**src/rtl/i2c_slave_regs.sv**
```systemverilog
// I2C target with glitch-filtered SCL/SDA, 7-bit address match and an
// auto-incrementing register pointer exposed through a simple register port.
module i2c_slave_regs #(
   parameter logic [6:0] SLAVE_ADDR = 7'h3e,
   parameter int         FILTER_LEN = 3
) (
   input  logic       clk,
   input  logic       res,
   input  logic       scl_in,
   input  logic       sda_in,
   output logic       sda_oe,
   output logic [7:0] reg_addr,
   output logic [7:0] reg_wdata,
   output logic       reg_wr,
   input  logic [7:0] reg_rdata,
   output logic       reg_rd,
   output logic       busy,
   output logic [3:0] state_dbg
);

   typedef enum logic [3:0] {
      S_IDLE, S_ADDR, S_ACK_A, S_WR_PTR, S_WR_DATA,
      S_ACK_W, S_RD_BYTE, S_RD_ACK, S_IGNORE
   } state_t;

   localparam int CW = $clog2(FILTER_LEN + 1);
   localparam logic [CW-1:0] CNT_LAST = CW'(FILTER_LEN - 1);
   localparam logic [CW-1:0] CNT_ONE  = CW'(1);

   // index 0 = SCL, index 1 = SDA
   logic [1:0]    sync1, sync2, filt, filt_q;
   logic [CW-1:0] fcnt [2];

   always_ff @(posedge clk or negedge res) begin
      if (!res) begin
         sync1  <= '1;
         sync2  <= '1;
         filt   <= '1;
         filt_q <= '1;
         for (int i = 0; i < 2; i++) fcnt[i] <= '0;
      end else begin
         sync1  <= {sda_in, scl_in};
         sync2  <= sync1;
         filt_q <= filt;
         for (int i = 0; i < 2; i++) begin
            if (sync2[i] == filt[i]) begin
               fcnt[i] <= '0;
            end else if (fcnt[i] == CNT_LAST) begin
               filt[i] <= sync2[i];
               fcnt[i] <= '0;
            end else begin
               fcnt[i] <= fcnt[i] + CNT_ONE;
            end
         end
      end
   end

   logic scl_f, sda_f, scl_rise, scl_fall, start_c, stop_c;
   assign scl_f    = filt[0];
   assign sda_f    = filt[1];
   assign scl_rise = filt[0] & ~filt_q[0];
   assign scl_fall = ~filt[0] & filt_q[0];
   assign start_c  = ~filt[1] & filt_q[1] & scl_f;
   assign stop_c   = filt[1] & ~filt_q[1] & scl_f;

   state_t     state, state_d;
   logic [3:0] bit_cnt, bit_cnt_d;
   logic [7:0] shreg, shreg_d, shift_in;
   logic [7:0] reg_addr_d, reg_wdata_d;
   logic       ack_on, ack_on_d, rw, rw_d;
   logic       sda_oe_d, busy_d, reg_wr_d, rd_load;

   assign shift_in  = {shreg[6:0], sda_f};
   assign reg_rd    = rd_load;
   assign state_dbg = state;

   always_ff @(posedge clk or negedge res) begin
      if (!res) begin
         state     <= S_IDLE;
         bit_cnt   <= '0;
         shreg     <= '0;
         ack_on    <= 1'b0;
         rw        <= 1'b0;
         sda_oe    <= 1'b0;
         busy      <= 1'b0;
         reg_addr  <= '0;
         reg_wdata <= '0;
         reg_wr    <= 1'b0;
      end else begin
         state     <= state_d;
         bit_cnt   <= bit_cnt_d;
         shreg     <= shreg_d;
         ack_on    <= ack_on_d;
         rw        <= rw_d;
         sda_oe    <= sda_oe_d;
         busy      <= busy_d;
         reg_addr  <= reg_addr_d;
         reg_wdata <= reg_wdata_d;
         reg_wr    <= reg_wr_d;
      end
   end

   always_comb begin
      state_d     = state;
      bit_cnt_d   = bit_cnt;
      shreg_d     = shreg;
      ack_on_d    = ack_on;
      rw_d        = rw;
      sda_oe_d    = sda_oe;
      busy_d      = busy;
      reg_addr_d  = reg_addr;
      reg_wdata_d = reg_wdata;
      reg_wr_d    = 1'b0;
      rd_load     = 1'b0;
      // pointer advances the clk after each write strobe
      if (reg_wr) reg_addr_d = reg_addr + 8'd1;
      if (start_c) begin
         state_d   = S_ADDR;
         bit_cnt_d = '0;
         sda_oe_d  = 1'b0;
         ack_on_d  = 1'b0;
      end else if (stop_c) begin
         state_d  = S_IDLE;
         sda_oe_d = 1'b0;
         busy_d   = 1'b0;
         ack_on_d = 1'b0;
      end else begin
         case (state)
            S_ADDR, S_WR_PTR, S_WR_DATA: begin
               if (scl_rise) begin
                  shreg_d   = shift_in;
                  bit_cnt_d = bit_cnt + 4'd1;
                  if (bit_cnt == 4'd7) begin
                     bit_cnt_d = '0;
                     ack_on_d  = 1'b0;
                     if (state == S_ADDR) begin
                        if (shift_in[7:1] == SLAVE_ADDR) begin
                           state_d = S_ACK_A;
                           rw_d    = shift_in[0];
                           busy_d  = 1'b1;
                        end else begin
                           state_d = S_IGNORE;
                        end
                     end else if (state == S_WR_PTR) begin
                        reg_addr_d = shift_in;
                        state_d    = S_ACK_W;
                     end else begin
                        reg_wdata_d = shift_in;
                        reg_wr_d    = 1'b1;
                        state_d     = S_ACK_W;
                     end
                  end
               end
            end
            S_ACK_A, S_ACK_W: begin
               // first fall pulls SDA low, second fall ends the ACK clock
               if (scl_fall) begin
                  if (!ack_on) begin
                     sda_oe_d = 1'b1;
                     ack_on_d = 1'b1;
                  end else begin
                     ack_on_d = 1'b0;
                     if (state == S_ACK_A && rw) begin
                        rd_load = 1'b1;
                     end else begin
                        sda_oe_d  = 1'b0;
                        bit_cnt_d = '0;
                        state_d   = (state == S_ACK_A) ? S_WR_PTR : S_WR_DATA;
                     end
                  end
               end
            end
            S_RD_BYTE: begin
               if (scl_fall) begin
                  if (bit_cnt == 4'd8) begin
                     sda_oe_d = 1'b0;
                     ack_on_d = 1'b0;
                     state_d  = S_RD_ACK;
                  end else begin
                     sda_oe_d  = ~shreg[6];
                     shreg_d   = {shreg[6:0], 1'b0};
                     bit_cnt_d = bit_cnt + 4'd1;
                  end
               end
            end
            S_RD_ACK: begin
               if (scl_rise && !ack_on) begin
                  if (!sda_f) begin
                     reg_addr_d = reg_addr + 8'd1;
                     ack_on_d   = 1'b1;
                  end else begin
                     sda_oe_d = 1'b0;
                     state_d  = S_IGNORE;
                  end
               end else if (scl_fall && ack_on) begin
                  ack_on_d = 1'b0;
                  rd_load  = 1'b1;
               end
            end
            S_IGNORE: sda_oe_d = 1'b0;
            S_IDLE:   state_d = S_IDLE;
            default:  state_d = S_IDLE;
         endcase
         // capture read data and put its MSB on the bus in the same clk
         if (rd_load) begin
            shreg_d   = reg_rdata;
            sda_oe_d  = ~reg_rdata[7];
            bit_cnt_d = 4'd1;
            state_d   = S_RD_BYTE;
         end
      end
   end

endmodule

```
**config.mk**
```make
export PLATFORM = sky130hd
export DESIGN_NAME = i2c_slave_regs
export DESIGN_NICKNAME = d
export VERILOG_FILES = /design/src/rtl/i2c_slave_regs.sv
export SDC_FILE = /design/constraint.sdc
export NUM_CORES = 1
export LEC_CHECK = 0
export CORE_UTILIZATION = 30
export CTS_CLUSTER_SIZE = 30
export DETAILED_ROUTE_END_ITERATION = 6
export GPL_TIMING_DRIVEN = 0
export PLACE_DENSITY = 0.52
export SLEW_MARGIN = 0
export SYNTH_ARGS = -nofsm -noshare
export SYNTH_HDL_FRONTEND = slang
export SYNTH_SLANG_ARGS = --single-unit
```
**constraint.sdc**
```tcl
create_clock -name clk -period 6.58 [get_ports clk]
set_clock_uncertainty 0.1 [all_clocks]
set_input_delay 1.974 -clock clk [delete_from_list [all_inputs] [get_ports clk]]
set_output_delay 1.974 -clock clk [all_outputs]
set_load 0.02 [all_outputs]
```
; Yosys cells after proc, flatten, opt, wreduce, memory -nomap -nowiden
; Index checks and enable logic that the tools add are counted.
[word_totals]
in_bits = 12
reg_bits = 48
latch_bits = 0
mem_count = 0
ram_bits = 0
mem_bits_ro = 0
wordCells = 199
[op_classes]
addsub = 4
n_mul = 0
eq_ne = 43
n_bitwise = 18
div = 0
n_mux = 92
order_cmp = 0
reduce_logical = 25
shifts = 0
[op_table]
columns = operator, count
row1 = 4-bit 2-to-1 mux, 24
row2 = 8-bit 2-to-1 mux, 9
row3 = 5-bit != test (second input constant), 11
row4 = 4-bit != test (second input constant), 12
row5 = 1-bit 2-to-1 mux, 43
row6 = 7-bit 2-to-1 mux, 4
row7 = 4-bit by 3-bit == test with 1-bit output (second input constant), 5
row8 = 4-bit one-hot mux with 5 select lines, 1
row9 = 6-bit AND reduction, 3
row10 = 8-bit one-hot mux with 2 select lines, 1
row11 = 8-bit AND reduction, 2
row12 = 7-bit one-hot mux with 2 select lines, 1
row13 = 7-bit AND reduction, 2
row14 = 1-bit NOT, 12
row15 = 4-bit one-hot mux with 3 select lines, 1
row16 = 10-bit AND reduction, 1
row17 = 2-bit nonzero test, 5
row18 = 3-bit != test (second input constant), 3
row19 = 8-bit by 1-bit adder with 8-bit output (second input constant), 1
row20 = 4-bit by 2-bit == test with 1-bit output (second input constant), 2
row21 = 4-bit == test (second input constant), 2
row22 = 2-bit 2-to-1 mux, 4
row23 = 1-bit one-hot mux with 4 select lines, 2
row24 = 7-bit by 6-bit == test with 1-bit output (second input constant), 1
row25 = other kinds (19), 30

; Longest topological paths before layout
[depth]
ltp_word = 11
ltp_mapped = 8

; Worst setup path before layout
; OpenSTA, ideal clock, no wires.
[synth_path]
path_kind = register -> output
start = register state[2] (netlist: state_dbg[2])
end = output reg_rd
t_arrival_ns = 1.581
required_time_ns = 4.506
path_slack_ns = 2.925
path_stages_with_launch = 6
cell_sequence = dfrtp_1 -> buf_6 -> nor3b_1 -> o2111ai_1 -> inv_1 -> buf_1
[synth_via]
elab_chain_len = 10
[synth_rtl]
columns = element, line_no
row1 = "start, declared", 66  ; state_t state, state_d;
row2 = "start signal, assigned", 90  ; state <= state_d;
row3 = 4-bit by 2-bit == test with 1-bit output, "128, 163"
row4 = 1-bit logical AND, 163  ; if (state == S_ACK_A && rw) begin
row5 = 1-bit 2-to-1 mux, 163
row6 = 1-bit 2-to-1 mux, 158  ; if (!ack_on) begin
row7 = 1-bit 2-to-1 mux, 157  ; if (scl_fall) begin
row8 = 1-bit one-hot mux with 2 select lines *, 128  ; case (state)
row9 = 1-bit 2-to-1 mux *, 122  ; end else if (stop_c) begin
row10 = 1-bit 2-to-1 mux *, 117  ; if (start_c) begin
row11 = 1-bit 2-to-1 mux *, 122
row12 = 1-bit 2-to-1 mux *, 117
row13 = "end, declared", 16  ; output logic reg_rd,
; Every way passes the cells marked *; elsewhere a longest branch is shown, timed or not. The select of a mux whose other input is x is not followed.

; Worst setup path in the final report
; Same ends and word-level chain as after synthesis.

==> metrics <==
hpwl dp=5.779 mm; PwrDens=287.6 nW/um^2; top_reg_cell synth=dfrtp_1; RSZ-0062 raised after global routing=false; cell count after synthesis=301; Clock Tree Root=clkbuf_8; Worst R2R Start=bit_cnt[1]; Startpoint Class=flip-flop; area grow syn2layout=20.95%; CTS resizes=0; synth top area cells=dfrtp_1 (34%), dfstp_2 (7.1%), nand2_1 (4.4%); Non-Filler Instances=474; CTS Buffer Depth=2; gpl congestion=0.8976; Worst-Skew Late Latency=0.32 ns; cts bufs inserted=5; CP Launch Point=state_dbg[2]; Clock Sinks=48; max-cap violations=0; Setup Buffers After CTS=0; antenna violations before repair=0; Reg clk slew, reported paths=0.09 ns; final worst-path cycle share=72.53%; Post-Syn Area per Cell=9.860 um^2; total power=1.032 mW; post-DR vias/cell=5.247; routed len/inst=16.47 um; CP endpoint=reg_rd; Post-synth EDFFs=0; r2r endpoint=state_dbg[2]; GRT overflow=0; Register-to-Register Path Depth=7; Worst Setup End Kind=output port; Seq/Total Area, Yosys=40.81%; Yosys cell types=70; post-cts hold buffer count=0; I/O Buffers=35; async set or reset register ratio after synthesis=100.0%; nets=359; Worst slew margin=50.62%; r2r setup slk=4.00 ns; worst vdd ir=0.1312 mV; max-slew violations=0; CTS tree=done; WP data arrival=2.70 ns; vias in the first global route=2,487; most frequent cells in the layout=dfrtp_1 (40), nand2_1 (35), clkdlybuf4s50_1 (34); Synth top area share=33.73%; status=finished clean; Chip Width=101.5 um; Post-Syn Area=2968 um^2; Final TNS setup=0 ns; HP Class=flip-flop to flip-flop; DR iter-0 viols=145; Setup Viol. Count Final=0; top cell type by total area after synthesis=dfrtp_1; Vias=2,487; H-Tree Depth=2; minimum clock period=4.773 ns; fmax=209.5 MHz; placed cell count=466; drc violations=0; required time worst endpoint=4.51 ns; die area=10,290 um^2; all-layer global routing usage=16.25%; crit path kind=flip-flop to output port; core area=9415 um^2; ANT cells=0; WHS=0.2592 ns; most common cell after layout, fill and taps aside=dfrtp_1; final hold vios=0; routed wire length=7.806 mm; Layout fillers=968; CP max FO=10; post-route ant nets=0; FF+latch count, synth=48; Row Count=35; Pre-Repair DR Iteration Count=4; largest net degree at the start of global routing=31; Die Y=101.5 um; first-pass GRT wire length=12.90 mm; worst slew pin tran=0.7346 ns; share of cells above drive strength 1=16.81%; Leakage=1.509 nW; Syn. warnings=0; io pins=36; Starting Density=31.52%; syn_nets=316
cell type report:
cell class / count / area (um^2) / share of cell area (%)
Tap cell: 129 / 161.4 / 4.496
Timing Repair Buffer: 36 / 365.4 / 10.18
Buffer: 17 / 93.84 / 2.614
Multi-Input combinational cell: 224 / 1618 / 45.07
Clock buffer: 7 / 86.33 / 2.405
Clock inverter: 1 / 8.758 / 0.2440
Inverter: 12 / 45.04 / 1.255
Sequential cell: 48 / 1211 / 33.74
per-stage QoR:
stage	setup WS, ns	area, um^2	utilization, %
after floorplan	2.925	2968	-
after global placement	1.941	3480	36.96
after detailed placement	2.179	3495	37.12
after CTS	1.812	3590	38.13
after global routing	1.617	3590	38.13
final	1.807	3590	38.13
worst min-delay path by stage:
stage          startpoint        to  slack [ns]  cells after the start
2_1_floorplan    sync1[0]  sync2[0]        0.25                      0
3_3_place_gp     sync1[1]  sync2[1]        0.25                      0
3_5_place_dp     sync1[1]  sync2[1]        0.25                      0
4_1_cts          sync1[1]  sync2[1]        0.26                      0
5_1_grt          sync1[1]  sync2[1]        0.27                      0
6_report         sync1[0]  sync2[0]        0.26                      0
kinds of logic after synthesis:
kind of cell	after synthesis	share of synthesized area, %
AOI/OAI and AO/OA	68	17.08
muxes	20	8.137
and+or+nand+nor	117	23.31
DFF	48	40.81
buffers and inverters	29	4.679
xor gates and xnor gates	16	4.722
adders and majority gates	3	1.265
cell usage after synthesis (all sizes together) (8+ instances only):
cell type  count
dfrtp         40
nor2b          9
nor3          11
xor2          11
dfstp          8
mux2          15
a21oi         15
nand3         11
inv           12
buf           13
nand2         35
power breakdown:
part	leakage [nW]	internal, mW	total [mW]	switching [mW]
Sequential	0.629	0.359	0.415	0.0557
Clock	0.0484	0.0864	0.195	0.108
Combinational	0.832	0.173	0.423	0.250
Total	1.51	0.618	1.03	0.414
registers in the layout, indices dropped and copies added (netlist names):
name,cells
reg_addr,8
reg_wdata,8
shreg,7
bit_cnt,4
fcnt,4
state_dbg,4
filt,2
filt_q,2
sync1,2
sync2,2
ack_on,1
busy,1
reg_wr,1
rw,1
sda_oe,1
worst max-delay path, cell delays in order, from the launching register on:
cell and delay [ns]:
dfrtp_1 0.49, buf_6 0.19, nor3b_1 0.20, o2111ai_1 0.16, inv_1 0.22, buf_1 0.41, clkdlybuf4s50_1 0.70
layer usage:
layer	GRT usage (%)	part of all wire, %	up-vias	routed length [um]
met5	0	0	-	0
met2	25.33	46	70	3584
met3	2.208	3.9	9	308
li1	-	-	1192	-
met4	6.020	1.3	0	104
met1	22.93	49	1216	3808
Note: power is estimated with default switching activity, not from simulation.
==> patch 1, RTL diff (same flow settings) <==
The parameter `FILTER_LEN` goes from 3 to 6.
--- a/src/rtl/i2c_slave_regs.sv
+++ b/src/rtl/i2c_slave_regs.sv
@@ -2,7 +2,7 @@
 // auto-incrementing register pointer exposed through a simple register port.
 module i2c_slave_regs #(
    parameter logic [6:0] SLAVE_ADDR = 7'h3e,
-   parameter int         FILTER_LEN = 3
+   parameter int         FILTER_LEN = 6
 ) (
    input  logic       clk,
    input  logic       res,
Formal check against the unedited RTL: not equivalent (Yosys sat finds a counterexample within 10 cycles, from zero or initial values).
==> patch 1 against the unedited design <==
Wire length increased by 12%; via count rose by 14%; critical path depth down 1; final area is 4.9% higher; sequential share of layout area shrank 0.24 points; cell count up 11%; first-iteration DRC count grew 97%; non-clock buffer count is 1 higher; sequential cell count increased by 2; area after synthesis is 5.6% higher; power down 2.7%; setup slack improved by 75 ps; maximum frequency is 1.6% higher; utilization is 0.31 points lower; critical path type unchanged; critical endpoint unchanged; largest power group is now sequential cells.
==> patch 1: results (changes against the unedited design) <==
- The first-pass iteration count of the detailed router is 6 (was 4).
* Static leakage: 1.57 nW (was 1.51 nW)
- Maximum number of pins on one net before global-route repair: 40 (was 31)
- The maximum VDD drop is 0.130 mV (was 0.131 mV).
- Most numerous cell types in the synthesized netlist: sky130_fd_sc_hd__dfrtp_1 (42), sky130_fd_sc_hd__nand2_1 (42), sky130_fd_sc_hd__o21ai_0 (28), sky130_fd_sc_hd__nor2_1 (26), sky130_fd_sc_hd__a21oi_1 (25) (was sky130_fd_sc_hd__dfrtp_1 (40), sky130_fd_sc_hd__nand2_1 (35), sky130_fd_sc_hd__a21oi_1 (14), sky130_fd_sc_hd__inv_1 (12)).
- The share of layout cells above drive strength 1 is 0.112 (was 0.168).
* Via count of the routed design: 2833 (was 2487)
- Post-synthesis share of cell area spent on xor and xnor gates: 0.0335 (was 0.0472)
- The number of filler instances in the final layout is 1037 (was 968).
* Result of the run: completed (unchanged)
- Data arrival at the endpoint of the critical path: 2620 ps (was 2700 ps)
* HPWL Detailed: 6.57 mm (was 5.78 mm)
* Adder and majority gate portion of the synthesized area: 0.0120 (was 0.0126)
- The first-iteration detailed-routing DRC count came to 286 (was 145).
- Global placer's final weighted congestion: 0.892 (was 0.898)
- Vias in the first global route: 2748 (was 2487)
- The transition at the pin with the smallest max-transition slack was 728 ps (was 735 ps).
- Synth area leaders: sky130_fd_sc_hd__dfrtp_1 (34%), sky130_fd_sc_hd__dfstp_2 (6.7%), sky130_fd_sc_hd__nand2_1 (5.0%) (was sky130_fd_sc_hd__dfrtp_1 (34%), sky130_fd_sc_hd__dfstp_2 (7.1%), sky130_fd_sc_hd__nand2_1 (4.4%))
- Fraction of synthesized area in multiplexers: 0.0678 (was 0.0814)
- Number of standard cells in the layout, taps in and fillers out: 525 (was 474)
- Worst r2r path cells: 6 (was 7)
* Sequential fraction of the synthesis area: 0.402 (was 0.408)
* Post-synthesis average cell area: 9.01 um^2 (was 9.86 um^2)
- Post-detailed-route wirelength per cell: 16.7 um (was 16.5 um)
- Synth cell types: 67 (was 70)
- Overall track demand over capacity in global routing: 0.167 (was 0.162)
- Cell-internal power: 588 uW (was 618 uW)
[patch 1: power by group through the flow]
stage                     sequential [mW]  clock, mW  combinational (mW)
after floorplan                     0.451          0               0.222
after global placement              0.468          0               0.335
after detailed placement            0.469          0               0.336
after CTS                           0.463      0.207               0.339
after global routing                0.475      0.214               0.383
final                               0.464      0.200               0.341
[patch 1: area by class of cell]
class	instances	area (um^2)	area share
buffer	18	86.3	0.0229
clock buffer	5	68.8	0.0183
clock inverter	3	28.8	0.00764
inverter	11	41.3	0.0110
multi-input combinational	269	1750	0.464
sequential	50	1260	0.335
tap	133	166	0.0442
timing repair buffer	36	365	0.0970
[patch 1: through the flow]
stage | cell area (um^2) | utilization
final | 3760 | 0.378
after global routing | 3760 | 0.378
after CTS | 3760 | 0.378
after floorplan | 3140 | -
after detailed placement | 3670 | 0.368
after global placement | 3650 | 0.367
[patch 1: worst paths after layout]
path	startpoint	to	slack [ps]
worst max-delay path	filt_q[0]	reg_rd	1880
worst min-delay path	sync1[1]	sync2[1]	260
worst max register to register	filt[0]	reg_addr[5]	4000
worst min register to register	sync1[1]	sync2[1]	260
max in group asynchronous	res	filt_q[0]	4350
min in group asynchronous	res	bit_cnt[2]	1450
[patch 1: routing by layer]
| layer | track usage | vias to the layer above | wire length, um |
|---|---|---|---|
| li1 | - | 1365 | - |
| met1 | 0.240 | 1363 | 4210 |
| met2 | 0.257 | 89 | 3950 |
| met3 | 0.0257 | 16 | 444 |
| met4 | 0.0510 | 0 | 175 |
| met5 | 0 | - | 0 |
[patch 1: cell families after synthesis]
| kind of cell | Yosys count |
|---|---|
| multiplexers | 20 |
| AO/OA/AOI/OAI | 104 |
| AND/OR/NAND/NOR | 130 |
| adder cells (fa/ha/maj) | 3 |
| buffers and inverters | 29 |
| flip-flops | 50 |
| XOR/XNOR | 12 |
[patch 1: worst max-delay path: stages, from the launching register on]
cell,delay (ps)
sky130_fd_sc_hd__dfstp_2,610
sky130_fd_sc_hd__and3b_2,260
sky130_fd_sc_hd__o2111ai_4,230
sky130_fd_sc_hd__inv_1,220
sky130_fd_sc_hd__buf_2,310
sky130_fd_sc_hd__clkdlybuf4s50_1,660
